## config.mk

```make
export PLATFORM = sky130hd
export DESIGN_NAME = stream_fifo_share_arb
export DESIGN_NICKNAME = d
export VERILOG_FILES = /design/src/rtl/stream_fifo_share_arb.sv
export SDC_FILE = /design/constraint.sdc
export NUM_CORES = 1
export LEC_CHECK = 0
export ABC_AREA = 0
export BUFFER_PORTS_ARGS = -buffer_cell sky130_fd_sc_hd__buf_2
export CAP_MARGIN = 15
export CORE_UTILIZATION = 40
export DETAILED_ROUTE_END_ITERATION = 12
export PLACE_DENSITY = 0.8
export SETUP_SLACK_MARGIN = 0.4
export SYNTH_ARGS = -nofsm -noshare
export SYNTH_HDL_FRONTEND = slang
export SYNTH_SLANG_ARGS = --single-unit
```

## constraint.sdc

```tcl
create_clock -name clk_i -period 4.1 [get_ports clk_i]
set_input_delay 0.615 -clock clk_i [delete_from_list [all_inputs] [get_ports clk_i]]
set_output_delay 0.615 -clock clk_i [all_outputs]
set_load 0.03 [all_outputs]
```

## src/rtl/stream_fifo_share_arb.sv

```systemverilog
// Round-robin arbiter feeding a shared FIFO, with per-requester occupancy quotas.
// Optional burst locking is compiled in with STREAM_FIFO_SHARE_ARB_LOCK_EN.
module stream_fifo_share_arb #(
   parameter int N_REQ      = 4,
   parameter int DATA_WIDTH = 32,
   parameter int QUOTA      = 4,
   localparam int IDX_WIDTH = (N_REQ > 1) ? $clog2(N_REQ) : 1,
   localparam int CNT_WIDTH = $clog2(QUOTA + 1)
) (
   input  logic                          clk_i,
   input  logic                          rst_i,
   input  logic                          flush_i,
   input  logic [N_REQ*DATA_WIDTH-1:0]   data_i,
   input  logic [N_REQ-1:0]              valid_i,
   input  logic [N_REQ-1:0]              last_i,
   output logic [N_REQ-1:0]              ready_o,
   output logic [DATA_WIDTH-1:0]         data_o,
   output logic [IDX_WIDTH-1:0]          id_o,
   output logic                          last_o,
   output logic                          valid_o,
   input  logic                          ready_i,
   input  logic                          release_i,
   input  logic [IDX_WIDTH-1:0]          release_id_i,
   output logic [N_REQ*CNT_WIDTH-1:0]    occupancy_o,
   output logic                          release_err_o
);

   logic [CNT_WIDTH-1:0]                occ_q [N_REQ];
   logic [IDX_WIDTH-1:0]                rr_ptr_q;
   logic                                hold_q;
   logic [IDX_WIDTH-1:0]                hold_id_q;
   logic                                release_err_q;
`ifdef STREAM_FIFO_SHARE_ARB_LOCK_EN
   logic                                lock_q;
   logic [IDX_WIDTH-1:0]                lock_id_q;
`endif

   logic [N_REQ-1:0]                    elig;
   logic [N_REQ-1:0]                    rel_dec;
   logic                                rel_err;
   logic                                pick_found;
   logic [IDX_WIDTH-1:0]                pick_idx;
   logic                                gnt_vld;
   logic [IDX_WIDTH-1:0]                gnt_idx;
   logic                                xfer;
   logic [N_REQ-1:0][DATA_WIDTH-1:0]    data_v;

   assign data_v = data_i;

   // Eligibility only looks at registered occupancy; a same-cycle release does not count.
   always_comb begin
      for (int k = 0; k < N_REQ; k++) begin
         elig[k]    = valid_i[k] && (occ_q[k] < CNT_WIDTH'(QUOTA));
         rel_dec[k] = release_i && (release_id_i == IDX_WIDTH'(k)) && (occ_q[k] != '0);
      end
      rel_err = release_i && (rel_dec == '0);
   end

   always_comb begin
      pick_found = 1'b0;
      pick_idx   = '0;
      for (int i = 0; i < N_REQ; i++) begin
         int j;
         j = int'(rr_ptr_q) + i;
         if (j >= N_REQ) j = j - N_REQ;
         if (!pick_found && elig[j]) begin
            pick_found = 1'b1;
            pick_idx   = IDX_WIDTH'(j);
         end
      end
   end

   always_comb begin
      gnt_vld = pick_found;
      gnt_idx = pick_idx;
`ifdef STREAM_FIFO_SHARE_ARB_LOCK_EN
      if (lock_q) begin
         gnt_idx = lock_id_q;
         gnt_vld = elig[lock_id_q];
      end
`endif
      if (hold_q) begin
         gnt_idx = hold_id_q;
         gnt_vld = 1'b1;
      end
      if (rst_i || flush_i) gnt_vld = 1'b0;
   end

   assign xfer    = gnt_vld && ready_i;
   assign valid_o = gnt_vld;
   assign id_o    = gnt_idx;
   assign data_o  = data_v[gnt_idx];
   assign last_o  = last_i[gnt_idx];
   assign ready_o = xfer ? (N_REQ'(1) << gnt_idx) : '0;
   assign release_err_o = release_err_q;

   for (genvar k = 0; k < N_REQ; k++) begin : g_occ
      assign occupancy_o[k*CNT_WIDTH +: CNT_WIDTH] = occ_q[k];
   end

   always_ff @(posedge clk_i) begin
      if (rst_i || flush_i) begin
         for (int k = 0; k < N_REQ; k++) occ_q[k] <= '0;
         rr_ptr_q      <= '0;
         hold_q        <= 1'b0;
         hold_id_q     <= '0;
         release_err_q <= 1'b0;
`ifdef STREAM_FIFO_SHARE_ARB_LOCK_EN
         lock_q        <= 1'b0;
         lock_id_q     <= '0;
`endif
      end else begin
         // A transfer and a valid release on the same index cancel out.
         for (int k = 0; k < N_REQ; k++) begin
            case ({xfer && (gnt_idx == IDX_WIDTH'(k)), rel_dec[k]})
               2'b10:   occ_q[k] <= occ_q[k] + CNT_WIDTH'(1);
               2'b01:   occ_q[k] <= occ_q[k] - CNT_WIDTH'(1);
               default: occ_q[k] <= occ_q[k];
            endcase
         end
         if (xfer)
            rr_ptr_q <= (gnt_idx == IDX_WIDTH'(N_REQ-1)) ? '0 : gnt_idx + IDX_WIDTH'(1);
         hold_q        <= gnt_vld && !ready_i;
         hold_id_q     <= gnt_idx;
         release_err_q <= rel_err;
`ifdef STREAM_FIFO_SHARE_ARB_LOCK_EN
         if (xfer) begin
            lock_q    <= !last_o;
            lock_id_q <= gnt_idx;
         end
`endif
      end
   end

endmodule

```

After elaboration in Yosys (flattened, before gate mapping)
Memories as Yosys holds them, arrays and structs flattened.
Index checks and enable logic that the tools add are counted.
{"block": "classes", "add_sub_neg": 16, "n_eq_ne": 14, "n_lt_le_gt_ge": 13, "n_shift": 1, "bitwise_logic": 12, "n_mux": 83, "n_reduce_logical": 38}
{"cell": "$mux 32", "count": 5}
{"cell": "$lt 32x4->1 const B", "count": 4}
{"cell": "$bmux 32 s2", "count": 1}
{"cell": "$mux 1", "count": 53}
{"cell": "$mux 3", "count": 12}
{"cell": "$logic_and 1x1->1", "count": 22}
{"cell": "$eq 2x2->1 const B", "count": 8}
{"cell": "$add 3x1->3 const B", "count": 4}
{"cell": "$eq 2x1->1 const B", "count": 6}
{"cell": "$lt 3x3->1 const B", "count": 4}
{"cell": "$mux 2", "count": 6}
{"cell": "$or 1x1->1", "count": 12}
{"cell": "$reduce_bool 3->1", "count": 4}
{"cell": "$sub 3x1->3 const B", "count": 4}
{"cell": "$sub 3x3->4 const B", "count": 3}
{"cell": "$bmux 1 s2", "count": 5}
{"cell": "$ge 3x3->1 const B", "count": 3}
{"cell": "$reduce_or 2->1", "count": 4}
{"cell": "$add 2x2->3 const B", "count": 2}
{"cell": "$logic_not 1->1", "count": 4}
{"cell": "$logic_not 2->1", "count": 2}
{"cell": "$logic_not 4->1", "count": 1}
{"cell": "$mux 4", "count": 1}
{"cell": "$shl 1x2->4 const A", "count": 1}
{"cell": "6 further kinds", "count": 6}
{"block": "totals", "out_inout_bits": 53, "mem_count": 1, "ff_bits": 6, "mem_bits_rw": 12}
{"name": "occ_q", "words": 4, "word_bits": 3, "read_ports": 4, "rd_clocked_by_memory_dff": 0, "write_ports": 4, "line_no": "28", "source": "logic [CNT_WIDTH-1:0] occ_q [N_REQ];"}

Depth between registers and ports, before layout
{"block": "depth", "word_depth": 26, "mapped_depth": 15, "depth_no_buf": 12}

Worst setup path after synthesis
OpenSTA, ideal clock, no wires.
{"block": "synth_path", "kind": "in2reg", "startpoint": "in flush_i", "endpoint": "mem occ_q[1][2] (netlist bit), data pin", "setup_time_ns": 0.266, "t_arrival_ns": 3.053, "cell_stages": 11, "path_buffers": 1, "setup_slack_ns": 0.780, "path_cell_list": "or2_2 > clkbuf_1 > a31oi_1 > nand2_1 > or3_1 > ha_1 > nand2_1 > fa_1 > xnor2_1 > xnor2_1 > nor2_1"}
{"item": "start: declaration", "line_no": "12", "source": "input logic flush_i,"}
{"item": "end: declaration", "line_no": "28"}

==> out/results.ini <==
[detailed_routing]
drt-pass1-iter-count = 5
drt_iter0_markers = 123
via_per_inst = 5.10
wl_per_cell_microns = 14.8
vias = 2606
ant_nets = 0
drc = 0
routed_wirelength_microns = 7540

[logic_synthesis]
netlist_area_sq_um = 2330
synth-edff-count = 12
ys_seq_area_share_pct = 20.6
syn_avg_cell_area_sq_um = 9.30
ys_seq_elements = 18
synthDistinctLibCells = 39
synth_top_cell_by_area = mux2i_1
yosys_warnings = 0
async_reset_ff_share_pct = 0
synth_cells = 251
syn_nets = 406
yosys.area.top_type_share_pct = 42.9
synthTopCellsByArea = mux2i_1, edfxtp_1, dfxtp_1
yosysMostFrequentCell = mux2i_1
synth_ff_type = edfxtp_1
netlist_top_cells_count = mux2i_1, nor2_1, inv_1, edfxtp_1, nand2_1

[critical_path]
crit_fanout = 16
arrival_ps = 3430
r2r_end = occ_q[1][2]
worstReg2RegStart = occ_q[0][2]
crit_type = reg2reg
worstPathRequired_ps = 4100
reg2regPathDepth = 12
cp-end-kind = flop
worst_setup_path_start_kind = flop
r2r_slack_ps = 670

[timing]
rsz0062_at_grt = no
setup_viol = 0
finalSetupTns_ps = 0
max_freq_mhz = 291
relSlewSlack_pct = 50.7
setup_ws_ps = 668
layout_min_cycle_time_ps = 3430
period_share_pct = 83.7
slew_viol_final = 0
hold_viol = 0
tightest_slew_ps = 737
skew_ps = 2.62

[clocking]
postCtsSetupBuffers = 1
clock_sinks = 18
cts_repair_resize_count = 0
insertion_delay_ps = 250
numCtsBuffers = 3
cts-htree-levels = 1
cts_root_buffer = clkbuf_8
cts.clk_slew.worst_paths_ps = 70
clk_path_buf_depth = 2
cts_tree = done
cts-hold-fix-buffers = 0

[hold_path]
hp-class = reg2reg
whs_path_depth = 2
whs_endpoint = rr_ptr_q[0]
hold_start = rr_ptr_q[0]

[grt]
grtUsageMet1_pct = 26.4
grt_pass1_wl_microns = 11200
grt_antenna_before_repair = 0
grtUsageTotal_pct = 23.2
overflow = 0
met2_usage_pct = 44.4
gr-usage-met3_pct = 2.91
grt_pass1_vias = 2506
grt_max_degree = 56
grt_busiest_layer = met2

[pwr]
peakVddDrop_mv = 0.234
power_uw = 1080
power.density_nw_per_um2 = 316
leakage_uw = 0.00179

[floorplan]
die-height_microns = 78.4
die_area_sq_um = 6150
fp.coreArea_sq_um = 5570
die_x_microns = 78.4
io-pin-count = 196
initial_utilization_pct = 41.9
num_rows = 27

[placed_design]
io_buffers = 195
hpwlAfterDp_microns = 6320
dpl.cell_count = 506
pre_cts_ws_ps = 484
place.gp.congestion = 0.864

[cells_and_area]
nFillCells = 490
fin_cells = 511
drive_above_1_share_pct = 47.4
diodes = 0
nNetsFinal = 595
area_delta_synth_final_pct = 45.8

[status]
status = completed

[flow_run]
max-cap-violations = 0

worst max-delay path by stage:
stage                startpoint          end  slack [ps]  depth (start not counted)
finish              occ_q[0][2]  occ_q[1][2]         670                         12
global route        occ_q[0][2]  occ_q[1][2]         440                         12
CTS                 occ_q[1][2]    data_o[1]         700                          8
detailed placement   valid_i[0]    data_o[0]         480                          9
global placement     valid_i[0]    data_o[0]         490                          9
floorplan               flush_i  occ_q[1][2]         780                         11
layout make-up:
type / count / area, sq um / area share [%]
inverters: 14 / 52.6 / 1.54
well taps: 72 / 90.1 / 2.65
flip-flops and latches: 18 / 480 / 14.1
multi-input cells: 204 / 1720 / 50.5
repair buffers: 199 / 1020 / 29.9
clock buffers: 4 / 45.0 / 1.32
routing by layer:
layer / vias up / part of all wire [%]
li1: 1278 / -
met1: 1200 / 41
met2: 112 / 52
met3: 16 / 5.3
met4: 0 / 2.1
met5: - / 0
state kept, by name, indices dropped and copies added (netlist names):
| signal | cells |
|---|---|
| rr_ptr_q | 2 |
| occ_q | 12 |
| release_err_o | 1 |
| hold_q | 1 |
| hold_id_q | 2 |
critical path, cell delays in order, from the launching register on:
cell and delay [ps]:
edfxtp_1 510, nor2b_1 410, o21ai_0 140, a221oi_1 540
o21ai_4 130, buf_4 230, or3_1 390, ha_1 230
nand2_1 90, fa_1 190, xnor2_1 130, xnor2_1 130
nor2_1 50
cell families (layout without fill, tap and decap cells):
kind of cell               Yosys count  in the layout  synth area share, %
muxes                              100            100                 42.9
and+or+nand+nor                     64             64                 14.3
buffers and inverters               29            217                 6.65
AOI/OAI and AO/OA                   22             22                 6.00
DFF                                 18             18                 20.6
adders and majority gates           12             12                 7.40
xor gates and xnor gates             6              6                 2.25
where the power goes:
part / switching [uW] / internal [uW]
combinational: 442 / 283
sequential: 15.9 / 210
clock: 57.4 / 69.0
through the flow:
stage	cell area (sq um)	util, %	hold slack, ps
2_1_floorplan	2330	-	471
3_3_place_gp	3350	60.1	500
3_5_place_dp	3350	60.1	502
4_1_cts	3400	61.1	513
5_1_grt	3400	61.1	550
6_report	3400	61.1	516
cell usage in the layout, fill, tap and decap left out, types with 7 or more instances in the layout:
| cell type | netlist | layout |
|---|---|---|
| buf_2 | 4 | 195 |
| nand2_1 | 12 | 12 |
| ha_1 | 9 | 9 |
| mux2i_1 | 100 | 100 |
| nor3_1 | 7 | 7 |
| edfxtp_1 | 12 | 12 |
| inv_1 | 13 | 13 |
| nor2_1 | 19 | 19 |
Power figures use the tool's default switching activity.
